### config.mk
export PLATFORM = sky130hd
export DESIGN_NAME = demux1x4_reg
export DESIGN_NICKNAME = d
export VERILOG_FILES = /design/src/rtl/demux1x4_reg.sv
export SDC_FILE = /design/constraint.sdc
export NUM_CORES = 1
export LEC_CHECK = 0
export ABC_AREA = 0
export BUFFER_PORTS_ARGS = -buffer_cell sky130_fd_sc_hd__buf_2
export CORE_MARGIN = 1
export CORE_UTILIZATION = 50
export DETAILED_ROUTE_END_ITERATION = 10
export PLACE_DENSITY = 0.82
export SLEW_MARGIN = 30
export SYNTH_ARGS = -nofsm -noshare
export SYNTH_HDL_FRONTEND = slang
export SYNTH_SLANG_ARGS = --single-unit
### constraint.sdc
create_clock -name clk -period 1.99 [get_ports clk]
set_input_delay 0.398 -clock clk [delete_from_list [all_inputs] [get_ports clk]]
set_output_delay 0.398 -clock clk [all_outputs]
set_load 0.02 [all_outputs]
### src/rtl/demux1x4_reg.sv
// Registered 1-to-4 demultiplexer with per-channel valid/ready output slots.
// Optional build macro DEMUX_RR_EN replaces in_sel routing with a round-robin pointer.
module demux1x4_reg #(
  parameter int WIDTH = 8
) (
  input  logic               clk,
  input  logic               rst,
  input  logic [WIDTH-1:0]   in_data,
  input  logic               in_valid,
  input  logic [1:0]         in_sel,
  output logic               in_ready,
  output logic [4*WIDTH-1:0] out_data,
  output logic [3:0]         out_valid,
  input  logic [3:0]         out_ready,
  output logic [15:0]        xfer_cnt
);

  // Handshake: a word moves when valid & ready are both high at a rising edge;
  // valid never depends on ready, and ready here depends only on the addressed slot.
  logic [1:0] dest;
  logic       accept;
  logic [3:0] load;

`ifdef DEMUX_RR_EN
  logic [1:0] rr_ptr;
  logic       unused_sel;

  assign unused_sel = ^in_sel;
  assign dest       = rr_ptr;

  always_ff @(posedge clk or posedge rst) begin
    if (rst) begin
      rr_ptr <= 2'd0;
    end else if (accept) begin
      rr_ptr <= rr_ptr + 2'd1;
    end
  end
`else
  assign dest = in_sel;
`endif

  // A full slot can still take a new word in the same cycle its sink drains it.
  assign in_ready = ~out_valid[dest] | out_ready[dest];
  assign accept   = in_valid & in_ready;

  always_comb begin
    load       = 4'b0000;
    load[dest] = accept;
  end

  for (genvar k = 0; k < 4; k++) begin : g_chan
    always_ff @(posedge clk or posedge rst) begin
      if (rst) begin
        out_valid[k]                <= 1'b0;
        out_data[k*WIDTH +: WIDTH]  <= '0;
      end else if (load[k]) begin
        out_valid[k]                <= 1'b1;
        out_data[k*WIDTH +: WIDTH]  <= in_data;
      end else if (out_ready[k]) begin
        out_valid[k]                <= 1'b0;
      end
    end
  end

  always_ff @(posedge clk or posedge rst) begin
    if (rst) begin
      xfer_cnt <= 16'd0;
    end else if (accept) begin
      xfer_cnt <= xfer_cnt + 16'd1;
    end
  end

endmodule
==> out/summary.txt <==
RUN STATUS
-------------------------------------------------------------------------------------
Status ................................................................. finished, final reports clean

SETUP PATH
-------------------------------------------------------------------------------------
Last element of the critical path ......................................     in_ready
Critical path data required time .......................................      1590 ps
Crit path from ......................................................... out_valid[1]
CP cell instances ...................................................... nor2b_1 -> mux4_2 -> clkinv_4 -> buf_6
Launching point of the worst reg2reg path .............................. out_valid[1]
FF-to-FF path depth ....................................................            7
Critical path peak fanout ..............................................            3
CP max stage cell ......................................................       mux4_2
Delay of the slowest critical-path stage ...............................       510 ps
Endpoint of the worst register-to-register path ........................  xfer_cnt[5]
Kind of end point of the critical path ................................. primary output
Setup slack of the worst register-to-register path .....................       200 ps
Endpoint arrival time on the critical path .............................      1540 ps
Worst setup path category .............................................. flip-flop to primary output
Critical path startpoint category ......................................    flip-flop

DIE
-------------------------------------------------------------------------------------
Die Y ..................................................................      68.0 um
Die Footprint ..........................................................    4620 um^2
Standard-cell rows .....................................................           23
Effective utilization at floorplan .....................................        53.2%
Number of top-level design ports .......................................           70
Floorplan Core Area ....................................................    4090 um^2
Die outline width ......................................................      68.0 um

YOSYS
-------------------------------------------------------------------------------------
Number of warnings reported in the yosys synthesis log .................            0
Post-synthesis sequential area ratio ...................................        59.8%
FFs w/ async S/R, synth ................................................         100%
Synth Area per Inst ....................................................    14.2 um^2
Mapped Area ............................................................    2170 um^2
Top_reg_cell synth .....................................................      dfrtp_1
Cell count after synthesis .............................................          153
Distinct cells, synth ..................................................           29
Number of flip-flops and latches in the synthesized netlist ............           52
Syn_nets ...............................................................          171
EDFF count, synth ......................................................            0

TIMING
-------------------------------------------------------------------------------------
Number of hold violations in the final report ..........................            0
Setup WS post-layout ...................................................      54.9 ps
Max_slew headroom ......................................................        67.6%
Setup violators final ..................................................            0
Count of final max-slew check failures .................................            0
Final critical delay including setup and external delays ...............      1940 ps
Transition at the pin with the smallest max-transition slack ...........       485 ps
Layout Skew ............................................................      5.98 ps
Aggregate negative setup slack .........................................         0 ps
Period Utilization, post-route .........................................        97.2%
Max Clk Rate ...........................................................      517 MHz

PLACEMENT
-------------------------------------------------------------------------------------
Final weighted congestion in routability-driven placement ..............        0.810
Detailed placer's ending HPWL ..........................................      2970 um
Pre-CTS setup slack ....................................................       197 ps
Port-buffer cells ......................................................           69

FINAL LAYOUT
-------------------------------------------------------------------------------------
Most frequent standard cell in the layout excluding fill and tap cells .        buf_2
Fraction of final layout cells with drive strength greater than 1 ......        55.4%
Fill cell count ........................................................          300
Ant. Diodes ............................................................            0
Highest-count cells in the layout ignoring fill and taps ............... buf_2, dfrtp_1, mux2_2
NumNets Final ..........................................................          250
Syn-to-layout area delta ...............................................        27.3%

CLOCK TREE
-------------------------------------------------------------------------------------
Number of buffers added to fix hold violations after cts ...............            0
Root buffer cell .......................................................     clkbuf_8
Num CTS Buffers ........................................................            5
CTS clk-pin slew, worst paths ..........................................        90 ps
CTS sink cnt ...........................................................           52
Maximum clock insertion buffer count ...................................            2
Clock tree from TritonCTS ..............................................          yes
Total number of H-tree levels ..........................................            2
Clock insertion delay at the later pin of the skew report ..............       300 ps

POWER
-------------------------------------------------------------------------------------
Portion of total power attributed to the clock network .................        24.9%
Leak ...................................................................      1.34 nW
Switching share of power ...............................................        32.3%
Fraction of power consumed by sequential logic .........................        46.4%
Net switching power ....................................................     0.993 mW
IR drop worst, VDD .....................................................       643 uV
Logic gate share of total power ........................................        28.7%
Design internal power ..................................................      2.08 mW
Total power of the final layout ........................................      3.08 mW
Power Dens Cells ....................................................... 1110 nW/um^2

ROUTE
-------------------------------------------------------------------------------------
DR pass1 iterations ....................................................            4
Wire length reported by the detailed router ............................      4230 um
# DRC ..................................................................            0
Post-route ant nets ....................................................            0
Routed WL per cell .....................................................      14.9 um
Iter 0 DRT Violations ..................................................           61
Ratio of routed vias to standard cells .................................         5.30
Vias ...................................................................         1501

GRT
-------------------------------------------------------------------------------------
Number of antenna violations at the first check in global routing ......            0
Wire length of the first global-routing pass ...........................      6620 um
Total global routing overflow ..........................................            0
Met1 demand-to-capacity share in global routing ........................        24.0%
GR Util met3 ...........................................................        6.67%
Via count of the first global-routing pass .............................         1426
Total track usage ......................................................        19.4%
Maximum number of pins on one net before global-route repair ...........           53
Global-route met2 utilization ..........................................        32.6%
Layer with the highest usage ...........................................         met2

JOB
-------------------------------------------------------------------------------------
Number of max-capacitance violations reported ..........................            0

HOLD PATH
-------------------------------------------------------------------------------------
Path class of the lowest-slack min-delay path .......................... primary input to asynchronous set/reset pin

==> power by group through the flow <==
stage	combinational (mW)	sequential (mW)	clock [mW]
3_3_place_gp	0.858	1.44	0
2_1_floorplan	0.307	1.69	0
3_5_place_dp	0.875	1.44	0
5_1_grt	0.949	1.47	0.827
4_1_cts	0.887	1.43	0.790
6_report	0.884	1.43	0.765
==> synth_stat cells (all sizes together), types with 2 or more instances <==
master	count	area [um^2]
and3	3	18.8
and4	2	17.5
buf	4	26.3
dfrtp	52	1300
inv	2	7.51
mux2	33	375
nand2	4	15.0
nand2b	3	18.8
nand3	7	35.0
nand4	9	62.6
nor2b	4	32.5
nor3	3	20.0
or2	2	12.5
xnor2	15	131
==> cell families after synthesis <==
family / Yosys count / synth area share (%)
DFF: 52 / 59.8
xor gates and xnor gates: 15 / 6.04
adders and majority gates: 1 / 0.575
and+or+nand+nor: 42 / 13.1
muxes: 34 / 18.3
buffers and inverters: 8 / 1.96
AOI/OAI and AO/OA: 1 / 0.230
==> per-stage QoR <==
stage	util (%)	instance area, um^2	hold slack [ps]	instances
final	67.8	2770	130	283
after global routing	67.8	2770	149	283
after CTS	67.1	2740	132	281
after detailed placement	63.5	2590	468	271
after global placement	63.5	2590	458	271
after floorplan	-	2170	508	153
==> worst min-delay path by stage <==
| stage | slack (ps) | to | cells past startpoint | start |
|---|---|---|---|---|
| after global routing | 150 | xfer_cnt[10] | 3 | rst |
| after detailed placement | 470 | xfer_cnt[9] | 3 | rst |
| after global placement | 460 | xfer_cnt[10] | 3 | rst |
| after CTS | 130 | xfer_cnt[9] | 3 | rst |
| after floorplan | 510 | out_valid[2] | 1 | in_sel[0] |
| final | 130 | xfer_cnt[10] | 3 | rst |
==> timing repair <==
action	4_1_cts	5_1_grt
endpoints found under the setup margin	1	1
hold endpoints to repair	0	0
setup buffers	2	2
gates resized for setup	2	3
==> metal layers <==
metal  wire, um  vias up
li1           -      699
met5          0        -
met1       1850      745
met4         40        0
met3        271        6
met2       2070       51
==> state kept, by name, indices dropped and copies added (netlist names) <==
signal and flops:
out_data 32, xfer_cnt 16, out_valid 4
==> critical path, delay by kind of cell (launching register included) <==
kind	cells	cell delay (ps)
muxes	1	510
DFF	1	400
buffers and inverters	2	190
and+or+nand+nor	1	150
==> area by class of cell <==
type | count | area [um^2] | area share [%]
clock inverter | 1 | 30.0 | 1.08
multi-input combinational | 93 | 838 | 30.3
tap | 50 | 62.6 | 2.26
inverter | 3 | 16.3 | 0.587
timing repair buffer | 77 | 424 | 15.3
sequential | 52 | 1300 | 47.0
clock buffer | 7 | 96.3 | 3.48
Power figures use the tool's default switching activity.
